$ cat src/rtl/rv32_pkg.sv
// Shared RV32 definitions: bus access size codes, the EBREAK encoding and the
// instruction-fetch state type.
package rv32_pkg;

  localparam logic [1:0]  SIZE_NONE = 2'b00;
  localparam logic [1:0]  SIZE_BYTE = 2'b01;
  localparam logic [1:0]  SIZE_HALF = 2'b10;
  localparam logic [1:0]  SIZE_WORD = 2'b11;

  localparam logic [31:0] EBREAK    = 32'h0010_0073;

  typedef enum logic [2:0] {
    S_FETCH   = 3'd0,
    S_CAPTURE = 3'd1,
    S_VALID   = 3'd2,
    S_HALTED  = 3'd3,
    S_FAULT   = 3'd4
  } fetch_state_t;

endpackage

$ cat src/rtl/instruction_fetch.sv
// Three-phase instruction fetch unit: address the bus, capture the word, then
// hold it for decode until accepted. Handles redirects, EBREAK halt and faults.
module instruction_fetch
  import rv32_pkg::*;
#(
  parameter logic [31:0] RESET_PC = 32'h0000_0000
) (
  input  logic        clk,
  input  logic        rst,
  output logic [31:0] bus_addr,
  output logic        bus_rw,
  output logic [1:0]  bus_size,
  input  logic [31:0] bus_data,
  output logic [31:0] instr,
  output logic [31:0] instr_pc,
  output logic        instr_valid,
  input  logic        instr_ready,
  input  logic        redirect,
  input  logic [31:0] redirect_pc,
  output logic        halted,
  output logic        fault
);

  fetch_state_t r_state;
  fetch_state_t w_state_nxt;
  logic [31:0]  r_pc;
  logic [31:0]  w_pc_nxt;
  logic [31:0]  r_instr;
  logic [31:0]  w_instr_nxt;
  logic [31:0]  r_instr_pc;
  logic [31:0]  w_instr_pc_nxt;
  logic [1:0]   r_bus_size;
  logic         r_instr_valid;
  logic         r_halted;
  logic         r_fault;

  // Next-state, pc and instruction-latch selection; redirect outranks a transfer.
  always_comb begin
    w_state_nxt    = r_state;
    w_pc_nxt       = r_pc;
    w_instr_nxt    = r_instr;
    w_instr_pc_nxt = r_instr_pc;
    if ((r_state != S_FAULT) && redirect) begin
      if (redirect_pc[1:0] != 2'b00) begin
        w_state_nxt = S_FAULT;
      end else begin
        w_pc_nxt    = redirect_pc;
        w_state_nxt = S_FETCH;
      end
    end else begin
      case (r_state)
        S_FETCH: begin
          w_state_nxt = S_CAPTURE;
        end
        S_CAPTURE: begin
          w_instr_nxt    = bus_data;
          w_instr_pc_nxt = r_pc;
          w_state_nxt    = S_VALID;
        end
        S_VALID: begin
          if (instr_ready) begin
            w_pc_nxt    = r_pc + 32'd4;
            w_state_nxt = (r_instr == EBREAK) ? S_HALTED : S_FETCH;
          end else begin
            w_state_nxt = S_VALID;
          end
        end
        S_HALTED: begin
          w_state_nxt = S_HALTED;
        end
        S_FAULT: begin
          w_state_nxt = S_FAULT;
        end
        default: begin
          w_state_nxt = S_FAULT;
        end
      endcase
    end
  end

  // State, pc, instruction latch and registered status/bus outputs.
  always_ff @(posedge clk or posedge rst) begin
    if (rst) begin
      r_state       <= S_FETCH;
      r_pc          <= RESET_PC;
      r_instr       <= 32'h0000_0000;
      r_instr_pc    <= 32'h0000_0000;
      r_bus_size    <= SIZE_WORD;
      r_instr_valid <= 1'b0;
      r_halted      <= 1'b0;
      r_fault       <= 1'b0;
    end else begin
      r_state       <= w_state_nxt;
      r_pc          <= w_pc_nxt;
      r_instr       <= w_instr_nxt;
      r_instr_pc    <= w_instr_pc_nxt;
      r_bus_size    <= ((w_state_nxt == S_FETCH) || (w_state_nxt == S_CAPTURE)) ?
                       SIZE_WORD : SIZE_NONE;
      r_instr_valid <= (w_state_nxt == S_VALID);
      r_halted      <= (w_state_nxt == S_HALTED);
      r_fault       <= (w_state_nxt == S_FAULT);
    end
  end

  assign bus_addr    = r_pc;
  assign bus_rw      = 1'b0;
  assign bus_size    = r_bus_size;
  assign instr       = r_instr;
  assign instr_pc    = r_instr_pc;
  assign instr_valid = r_instr_valid;
  assign halted      = r_halted;
  assign fault       = r_fault;

endmodule

$ cat config.mk
export PLATFORM = sky130hd
export DESIGN_NAME = instruction_fetch
export DESIGN_NICKNAME = d
export VERILOG_FILES = /design/src/rtl/rv32_pkg.sv /design/src/rtl/instruction_fetch.sv
export SDC_FILE = /design/constraint.sdc
export NUM_CORES = 1
export LEC_CHECK = 0
export CAP_MARGIN = 20
export CORE_UTILIZATION = 35
export DETAILED_ROUTE_END_ITERATION = 6
export DONT_BUFFER_PORTS = 1
export GPL_ROUTABILITY_DRIVEN = 0
export PLACE_DENSITY_LB_ADDON = 0.25
export SLEW_MARGIN = 20
export SYNTH_ARGS = -nofsm -noshare
export SYNTH_HDL_FRONTEND = slang
export SYNTH_SLANG_ARGS = --single-unit
$ cat constraint.sdc
create_clock -name clk -period 7.23 [get_ports clk]
set_input_delay 1.8075 -clock clk [delete_from_list [all_inputs] [get_ports clk]]
set_output_delay 1.8075 -clock clk [all_outputs]
set_load 0.005 [all_outputs]
==> results by group, run 1 <==
Power and ir drop
  – PD cells: 225.6 mW/mm2
  – Sequential fraction of design power: 0.550
  – Total power draw: 0.001151 W
  – Static Leak: 2.263 nW
  – P_int: 0.0008772 W
  – Max VDD drop: 0.1137 mV
  – Clk pwr share: 0.411
  – Switch Pwr: 0.0002739 W
  – Combinational fraction of design power: 0.039
  – Switching Share: 0.2380

Die
  – Cell Rows: 41
  – Die area: 0.01383 mm2
  – I/O pins: 170
  – CORE AREA: 0.01282 mm2
  – Die W: 117.6 um
  – Initial Util: 0.3646
  – Die H: 117.6 um

Timing
  – Final setup viols: 0
  – Worst slew pin tran: 0.9093 ns
  – Slew Viols, Final: 0
  – Unrepaired setup endpoints after global routing: no
  – Setup TNS: 0 ns
  – Max Clock Freq: 291.4 MHz
  – Crit path time final: 3.432 ns
  – Skew final: 0.01215 ns
  – Worst slew margin: 0.3916
  – Final Hold Viols: 0
  – Final period utilization: 0.4747

Setup path
  – CP startpoint kind: input pin
  – Worst R2R Start: bus_addr[2]
  – CP endpoint kind: flip-flop
  – CP arrival: 3.68 ns
  – Crit Path Category: input pin to flip-flop
  – WP data required: 7.48 ns
  – Crit-path max FO: 9
  – Worst r2r dst: bus_addr[28]
  – Worst reg2reg path depth: 6
  – Setup slack, reg-to-reg: 4.60 ns

Route
  – Via-to-Cell Ratio: 5.648
  – Via count: 3310
  – WL/cell: 19.69 um
  – Remaining antenna violation count: 0
  – Final WL: 11540 um
  – Drt pass-1 iters: 4
  – DR DRC count: 0
  – Initial DRC count: 153

GRT
  – Number of global-route vias before repair: 3353
  – GR Util All Layers: 0.1722
  – Grt total ovfl: 0
  – Largest net degree at the start of global routing: 61
  – Initial antenna violation count: 0
  – Global-route wire length before repair: 18690 um

Yosys
  – Sequential area share after synthesis: 0.5515
  – EDFF count, synth: 0
  – Top cells by area, synth: dfrtp_1 (55%), mux2_2 (15%), a21oi_1 (3.5%)
  – Avg Inst Size Synth: 11.05 um2
  – Cell accounting for the most synthesized area: dfrtp_1
  – Main synth FF type: dfrtp_1
  – Synth unique cells: 43
  – Syn nets: 492
  – FF+latch count, synth: 103
  – Synth warnings: 0
  – Syn Inst Count: 423
  – Ys async rst share: 1.000
  – Top cell type's share of synthesized area: 0.5459
  – Synthesized cell area: 0.004676 mm2

Layout
  – Cell area after layout: 0.005102 mm2
  – Ant. Diodes: 0
  – Area Growth Syn to Fin: 9.125%
  – Nets: 478
  – Commonest non-fill, non-tap cells in the layout: dfrtp_1 (102), mux2_2 (64), nand2_1 (35)
  – Commonest non-fill, non-tap cell in the layout: dfrtp_1
  – Layout cells sized above 1: 0.2150

Placement
  – Post-detail-place hpwl: 8185 um
  – # port buffers: 0
  – Post-DP Area: 0.004810 mm2

Clocking
  – Clock sinks: 103
  – Clk buf depth: 2
  – Post-CTS sizing: 0
  – Clock Latency Late Sink: 0.35 ns
  – Setup bufs post-CTS: 0
  – Clock Tree Root: clkbuf_16
  – Htree depth: 3
  – Hold-fix buffers, CTS: 0
  – CTS tree: done
  – Clock transition at path regs: 0.07 ns
  – Cts bufs inserted: 9

Min path
  – Class of the worst hold path: flip-flop to flip-flop
  – WHS Path Cells: 1
  – WHS Endpoint: r_state[1]
  – Critical hold path startpoint: r_state[2]

Flow run
  – MaxCap Viol Count: 0

Outcome
  – Outcome: finished clean
[Yosys cell counts, types with 2 or more instances]
library cell,number
o21ai_0,17
and3_1,10
o22a_1,4
nand4_1,12
a211o_1,3
a21oi_1,33
and2_1,4
or3_1,3
nor3_1,12
nor4b_1,2
nor4_1,5
a31oi_1,6
a211oi_1,3
a311oi_1,6
clkbuf_1,25
nor4bb_1,2
inv_1,4
buf_4,2
nand2b_1,2
and4_1,4
o22ai_1,7
nand2_1,37
nand3_1,12
dfrtp_1,102
nor2_1,25
mux2_2,64
[worst max path at each step]
stage          depth (start not counted)  slack [ns]      startpoint            to
2_1_floorplan                          1        2.72             rst   bus_addr[0]
3_5_place_dp                           5        3.11  redirect_pc[1]  bus_addr[22]
6_report                               5        3.80        redirect  bus_addr[28]
4_1_cts                                5        3.47  redirect_pc[1]  bus_addr[22]
5_1_grt                                5        3.51  redirect_pc[1]  bus_addr[22]
3_3_place_gp                           5        3.19  redirect_pc[1]  bus_addr[22]
[kinds of logic after synthesis]
logic type,count (synthesis),synth area share
simple gates,134,0.1456
fa+ha+maj,1,0.002676
buf+inv,32,0.02756
compound gates,88,0.1177
mux,64,0.1541
flops,103,0.5515
other cells,1,0.0008020
[layer usage]
layer | up-vias | track usage | wire length (um)
met1 | 1631 | 0.2096 | 4796
met3 | 15 | 0.06831 | 1102
li1 | 1529 | - | -
met4 | 0 | 0.07772 | 197
met5 | - | 0 | 0
met2 | 135 | 0.2681 | 5445
[flip-flops by register name, summed over array words and instances (netlist names)]
name / count
bus_addr: 32
bus_size: 1
fault: 1
halted: 1
instr: 32
instr_pc: 32
instr_valid: 1
r_state: 3
[cell type report]
class | instances | area, um2
multi-input cells | 288 | 1978
fillers | 1255 | 7722
well taps | 172 | 215.2
inverters | 4 | 17.52
clock buffers | 12 | 256.5
clock inverters | 4 | 33.78
repair buffers | 3 | 22.52
flip-flops and latches | 103 | 2579
[critical path: stages]
cell      delay [ns]
nor2_1          0.30
nand3_1         0.35
nor3_1          0.77
a211oi_1        0.16
a311oi_1        0.29
[through the flow]
stage | hold WS (ns) | worst slack, ns | util | std cells
final | 0.5210 | 3.798 | 0.3979 | 586
after global routing | 0.5467 | 3.513 | 0.3979 | 586
after CTS | 0.5219 | 3.466 | 0.3977 | 586
after detailed placement | 0.5129 | 3.109 | 0.3750 | 570
after global placement | 0.5076 | 3.190 | 0.3750 | 570
after floorplan | 0.4697 | 2.720 | - | 423
[power groups by stage]
| stage | Combinational [W] | Clock, W | Sequential, W |
|---|---|---|---|
| 2_1_floorplan | 0.0000384 | 0 | 0.000633 |
| 3_3_place_gp | 0.0000442 | 0 | 0.000645 |
| 3_5_place_dp | 0.0000465 | 0 | 0.000645 |
| 4_1_cts | 0.0000465 | 0.000492 | 0.000634 |
| 5_1_grt | 0.0000523 | 0.000512 | 0.000638 |
| 6_report | 0.0000448 | 0.000473 | 0.000633 |
Power figures use the tool's default switching activity.
==> run 2: changes to the inputs <==
- clock period: 7.23 -> 3.4 ns (I/O delays scaled with it)
==> run 2 against run 1 <==
Net effect:
- count of clock-buffer cells in the layout unchanged
- worst setup slack got worse by 2.9 ns
- utilization increased by 0.67 points
- combinational power increased by 120%
- hold slack improved by 0.016 ns
- sequential share of layout area decreased by 0.84 points
- register-to-register slack got worse by 3.7 ns
- first-iteration DRC count increased by 22%
- cell area increased by 1.7%
- total power increased by 120%
- critical endpoint is now bus_addr[31]
- largest cell class unchanged
- largest power group unchanged
==> results by group, run 2 (synthesis gave the netlist of run 1 again) <==
Outcome
  – Outcome: finished clean

Die
  – I/O pins: 170 (unchanged)
  – Die H: 117.6 um (unchanged)
  – CORE AREA: 0.01282 mm2 (unchanged)
  – Initial Util: 0.3646 (unchanged)
  – Die area: 0.01383 mm2 (unchanged)
  – Die W: 117.6 um (unchanged)
  – Cell Rows: 41 (unchanged)

Setup path
  – Crit path buf inv count: 0 (unchanged)
  – WP data required: 3.63 ns (-3.85 ns)
  – Crit Path Category: flip-flop to flip-flop
  – Setup slack, reg-to-reg: 0.94 ns (-3.66 ns)
  – Critical path cell sequence: nand3_1 > or4_1 > or3_1 > or3_1 > o221a_1
  – CP arrival: 2.69 ns (-0.99 ns)
  – CP max stage delay: 0.67 ns (-0.10 ns)
  – CP endpoint kind: flip-flop
  – Worst R2R Start: bus_addr[13]
  – Crit-path max FO: 9 (unchanged)
  – Crit path depth: 5 (unchanged)
  – Worst reg2reg path depth: 5 (-1)
  – Crit-path slowest cell: or4_1
  – Critical path's top delay family: simple AND/OR/NAND/NOR gates
  – Critical Path Source: bus_addr[13]
  – Top cell by count, worst path: or3_1
  – CP startpoint kind: flip-flop

Route
  – Via-to-Cell Ratio: 5.643 (about the same)
  – Initial DRC count: 187 (+22%)
  – WL/cell: 19.63 um (-0.31%)
  – Via count: 3352 (+1.3%)
  – Final WL: 11660 um (+1.0%)
  – DR DRC count: 0 (unchanged)
  – Drt pass-1 iters: 4 (unchanged)
  – Remaining antenna violation count: 0 (unchanged)

Clocking
  – Clock Tree Root: clkbuf_16
  – Clock transition at path regs: 0.06 ns (about the same)
  – Post-CTS sizing: 0 (unchanged)
  – Hold-fix buffers, CTS: 0 (unchanged)
  – Clock sinks: 103 (unchanged)
  – Cts bufs inserted: 9 (unchanged)
  – Clock Latency Late Sink: 0.35 ns (about the same)
  – CTS tree: done
  – Htree depth: 3 (unchanged)
  – Setup bufs post-CTS: 0 (unchanged)
  – Clk buf depth: 2 (unchanged)

Layout
  – Layout cells sized above 1: 0.2251 (+0.01014)
  – Ant. Diodes: 0 (unchanged)
  – Area Growth Syn to Fin: 10.97%
  – Cell area after layout: 0.005189 mm2 (+1.7%)
  – Nets: 486 (+1.7%)
  – Commonest non-fill, non-tap cells in the layout: dfrtp_1 (102), mux2_2 (64), nand2_1 (37)
  – Commonest non-fill, non-tap cell in the layout: dfrtp_1

Min path
  – Class of the worst hold path: flip-flop to flip-flop
  – WHS Path Cells: 1 (unchanged)
  – Critical hold path startpoint: instr_pc[20]

Timing
  – Final Hold Viols: 0 (unchanged)
  – Worst slew pin tran: 0.9225 ns (+0.01321 ns)
  – Slew Viols, Final: 0 (unchanged)
  – Setup TNS: 0 ns (unchanged)
  – Final period utilization: 0.7248
  – Unrepaired setup endpoints after global routing: no
  – Max Clock Freq: 405.8 MHz
  – Worst slew margin: 0.3837 (-0.007955)
  – Final setup margin: 0.9356 ns (-2.863 ns)
  – Skew final: 0.009176 ns (-0.002972 ns)
  – Crit path time final: 2.464 ns
  – Final setup viols: 0 (unchanged)

GRT
  – Global-route wire length before repair: 18710 um (about the same)
  – GR Util All Layers: 0.1742 (+0.002003)
  – Grt total ovfl: 0 (unchanged)
  – Number of global-route vias before repair: 3297 (-1.7%)
  – Initial antenna violation count: 0 (unchanged)
  – Largest net degree at the start of global routing: 44 (-28%)

Placement
  – Post-detail-place hpwl: 8435 um (+3.1%)
  – # port buffers: 0 (unchanged)
  – Post-DP Area: 0.004881 mm2 (+1.5%)
  – Place WS: 0.8016 ns (-2.308 ns)

Power and ir drop
  – PD cells: 481.3 mW/mm2 (+110%)
  – Max VDD drop: 0.1926 mV (+69%)
  – Static Leak: 2.310 nW (+2.1%)

Flow run
  – MaxCap Viol Count: 0 (unchanged)
==> run 2: cell count changes in the layout (fill, tap and decap cells not counted), sizes merged <==
cell      delta
inv          -3
clkinvlp     +1
buf          +8
bufinv       +1
clkinv       +1
==> run 2: worst paths after layout <==
check,end
worst min-delay path,instr_pc[20]
worst max-delay path,bus_addr[31]
min in group asynchronous,instr[18]
max in group asynchronous,instr_pc[18]
worst max register to register,bus_addr[31]
worst min register to register,instr_pc[20]
==> run 2: worst reg2reg max path, delay by kind of cell (launching register included) <==
family / cells / cell delay (ns)
AOI/OAI and AO/OA: 1 / 0.23
DFF: 1 / 0.48
and+or+nand+nor: 4 / 1.65
==> run 2: area by class of cell <==
| class | instances | area, um2 |
|---|---|---|
| clock buffer | 12 | 256.5 |
| clock inverter | 4 | 51.30 |
| fill | 1209 | 7636 |
| inverter | 4 | 18.77 |
| multi-input combinational | 288 | 1973 |
| sequential | 103 | 2579 |
| tap | 172 | 215.2 |
| timing repair buffer | 11 | 95.09 |
==> run 2: metal layers <==
metal / track usage / routed length, um / up-vias
met1: 0.2146 / 4794 / 1647
met5: 0 / 0 / -
li1: - / - / 1548
met4: 0.06490 / 148 / 0
met2: 0.2818 / 5657 / 143
met3: 0.05959 / 1061 / 14
==> run 2: power by group <==
group | switching, W | internal (W) | total (W)
combinational | 0.0000500 | 0.0000481 | 0.0000981
sequential | 0.0000728 | 0.00128 | 0.00135
clock | 0.000439 | 0.000612 | 0.00105
total | 0.000562 | 0.00194 | 0.00250
==> run 2: through the flow <==
| stage | util | hold slack [ns] | instances | total power [W] |
|---|---|---|---|---|
| floorplan | - | 0.4697 | 423 | 0.001428 |
| global placement | 0.3806 | 0.5136 | 578 | 0.001469 |
| finish | 0.4046 | 0.5372 | 594 | 0.002498 |
| CTS | 0.4046 | 0.5389 | 594 | 0.002544 |
| detailed placement | 0.3806 | 0.5262 | 578 | 0.001474 |
| global route | 0.4046 | 0.5534 | 594 | 0.002605 |
==> run 3: changes to the inputs <==
- clock period: 3.4 -> 2.5 ns (I/O delays scaled with it)
==> run 3 against run 2 <==
Net effect:
- fmax is 11% higher
- final cell count is 2.5% higher
- combinational power is 50% higher
- utilization is 0.88 points higher
- first-iteration DRC count is 21% higher
- clock skew is 0.0027 ns lower
- total power is 32% higher
- register-to-register slack worse by 0.66 ns
- sequential share of layout area is 1.1 points lower
- via count is 1.8% higher
- hold slack worse by 0.24 ns
- die area stayed put
==> results by group, run 3 (synthesis gave the netlist of run 1 again) <==
Layout
  – Ant. Diodes: 0 (unchanged)
  – End-of-flow core utilization: 0.4134 (+0.008781)
  – Commonest non-fill, non-tap cells in the layout: dfrtp_1 (102), mux2_2 (64), nand2_1 (37)
  – Filler Cell Count: 1209 (unchanged)
  – Layout cells sized above 1: 0.2517 (+0.02660)
  – Nets: 501 (+3.1%)
  – Commonest non-fill, non-tap cell in the layout: dfrtp_1
  – Cell area after layout: 0.005301 mm2 (+2.2%)
  – Area Growth Syn to Fin: 13.38%

Die
  – Die H: 117.6 um (unchanged)
  – Cell Rows: 41 (unchanged)
  – Die area: 0.01383 mm2 (unchanged)
  – Die W: 117.6 um (unchanged)
  – Initial Util: 0.3646 (unchanged)
  – I/O pins: 170 (unchanged)
  – CORE AREA: 0.01282 mm2 (unchanged)

Power and ir drop
  – Clk pwr share: 0.404 (-0.017)
  – Switching Share: 0.2397 (+0.01473)
  – PD cells: 623.5 mW/mm2 (+30%)
  – Max VDD drop: 0.3080 mV (+60%)
  – Sequential fraction of design power: 0.552 (+0.012)
  – Combinational fraction of design power: 0.045 (+0.006)
  – P_int: 0.002513 W (+30%)
  – Static Leak: 2.378 nW (+3.0%)
  – Switch Pwr: 0.0007924 W (+41%)

Timing
  – Unrepaired setup endpoints after global routing: no
  – Slew Viols, Final: 0 (unchanged)
  – Final period utilization: 0.8900 (+0.1651)
  – Setup TNS: 0 ns (unchanged)
  – Max Clock Freq: 449.5 MHz (+11%)
  – Skew final: 0.006473 ns (-0.002703 ns)
  – Worst slew margin: 0.6265 (+0.2428)
  – Crit path time final: 2.225 ns (-0.2395 ns)
  – Worst slew pin tran: 0.5603 ns (-0.3623 ns)
  – Final Hold Viols: 0 (unchanged)
  – Final setup viols: 0 (unchanged)

GRT
  – GR Util All Layers: 0.1779 (+0.003758)
  – Initial antenna violation count: 0 (unchanged)
  – Global-route wire length before repair: 19000 um (+1.6%)
  – Number of global-route vias before repair: 3418 (+3.7%)
  – Grt total ovfl: 0 (unchanged)
  – Largest net degree at the start of global routing: 104 (+140%)

Setup path
  – CP max stage delay: 0.56 ns (-0.11 ns)
  – Worst R2R Start: bus_addr[18]
  – CP startpoint kind: flip-flop
  – Critical path cell sequence: nand4_1 > or4_1 > or3_1 > or3_1 > o221a_1
  – Crit Path Category: flip-flop to flip-flop
  – Worst reg2reg path depth: 5 (unchanged)
  – Crit-path slowest cell: or4_1
  – CP endpoint kind: flip-flop
  – Top cell by count, worst path: or3_1
  – Setup slack, reg-to-reg: 0.28 ns (-0.66 ns)
  – Worst r2r dst: bus_addr[31]
  – CP arrival: 2.47 ns (-0.22 ns)
  – WP data required: 2.74 ns (-0.89 ns)
  – Crit-path max FO: 6 (-3)

Clocking
  – CTS tree: done
  – Post-CTS sizing: 0 (unchanged)
  – Clk buf depth: 2 (unchanged)
  – Setup bufs post-CTS: 0 (unchanged)
  – Clock sinks: 103 (unchanged)
  – Clock Tree Root: clkbuf_16
  – Clock transition at path regs: 0.07 ns (about the same)
  – Clock Latency Late Sink: 0.35 ns (about the same)
  – Hold-fix buffers, CTS: 0 (unchanged)
  – Htree depth: 3 (unchanged)
  – Cts bufs inserted: 9 (unchanged)

Route
  – Remaining antenna violation count: 0 (unchanged)
  – DR DRC count: 0 (unchanged)
  – WL/cell: 19.24 um (-2.0%)
  – Initial DRC count: 226 (+21%)
  – Drt pass-1 iters: 4 (unchanged)
  – Via-to-Cell Ratio: 5.606 (-0.66%)
  – Via count: 3414 (+1.8%)
  – Final WL: 11720 um (+0.47%)

Placement
  – # port buffers: 0 (unchanged)
  – Post-detail-place hpwl: 8371 um (-0.76%)
  – Post-DP Area: 0.005019 mm2 (+2.8%)

Outcome
  – Outcome: finished clean

Min path
  – Class of the worst hold path: input pin to async pin

Flow run
  – MaxCap Viol Count: 0 (unchanged)
-- run 3: cell count changes in the layout (fill, tap and decap cells not counted) --
cell | before | now
buf_4 | 10 | 23
bufinv_16 | 1 | 0
buf_12 | 1 | 3
clkbuf_8 | 2 | 1
clkinvlp_4 | 2 | 4
inv_6 | 1 | 2
clkinv_2 | 1 | 0
-- run 3: power groups by stage --
stage	Combinational [W]	Sequential (W)	Clock (W)
6_report	0.000147	0.00182	0.00134
5_1_grt	0.000170	0.00184	0.00146
4_1_cts	0.000152	0.00183	0.00140
3_5_place_dp	0.000151	0.00186	0
3_3_place_gp	0.000146	0.00186	0
2_1_floorplan	0.000111	0.00183	0
-- run 3: metal layers --
layer  GRT usage  vias up  share of wire
met5           0        -              0
met1      0.2201     1674           0.41
met3     0.06783       13          0.085
li1            -     1580              -
met2      0.2833      147           0.49
met4     0.06250        0          0.014
-- run 3: worst max-delay path by stage --
stage                            start      endpoint  slack, ns  cells after the start
after global placement    bus_addr[18]  bus_addr[31]       0.33                      5
after floorplan               redirect      instr[0]       0.19                      4
final                     bus_addr[18]  bus_addr[31]       0.28                      5
after global routing      bus_addr[18]  bus_addr[30]       0.17                      7
after detailed placement  bus_addr[18]  bus_addr[31]       0.29                      5
after CTS                 bus_addr[18]  bus_addr[31]       0.28                      5
-- run 3: worst max-delay path: cells and delay by family (launching register included) --
family	cells	cell delay (ns)
AOI/OAI and AO/OA	1	0.22
DFF	1	0.44
and+or+nand+nor	4	1.45
-- run 3: layout make-up --
| cell class | count | area [um2] | area share |
|---|---|---|---|
| repair buffers | 26 | 232.7 | 0.04390 |
| well taps | 172 | 215.2 | 0.04059 |
| inverters | 4 | 18.77 | 0.003540 |
| multi-input cells | 288 | 1973 | 0.3722 |
| clock inverters | 5 | 40.04 | 0.007553 |
| flip-flops and latches | 103 | 2579 | 0.4864 |
| clock buffers | 11 | 242.7 | 0.04579 |
-- run 3: stage by stage --
| stage | setup slack, ns | instances | total power [W] | hold slack (ns) |
|---|---|---|---|---|
| 6_report | 0.2751 | 609 | 0.003305 | 0.2935 |
| 5_1_grt | 0.1692 | 609 | 0.003462 | 0.3255 |
| 4_1_cts | 0.2794 | 609 | 0.003375 | 0.3233 |
| 3_5_place_dp | 0.2950 | 593 | 0.002010 | 0.5232 |
| 3_3_place_gp | 0.3265 | 593 | 0.002002 | 0.5097 |
| 2_1_floorplan | 0.1883 | 423 | 0.001942 | 0.4697 |
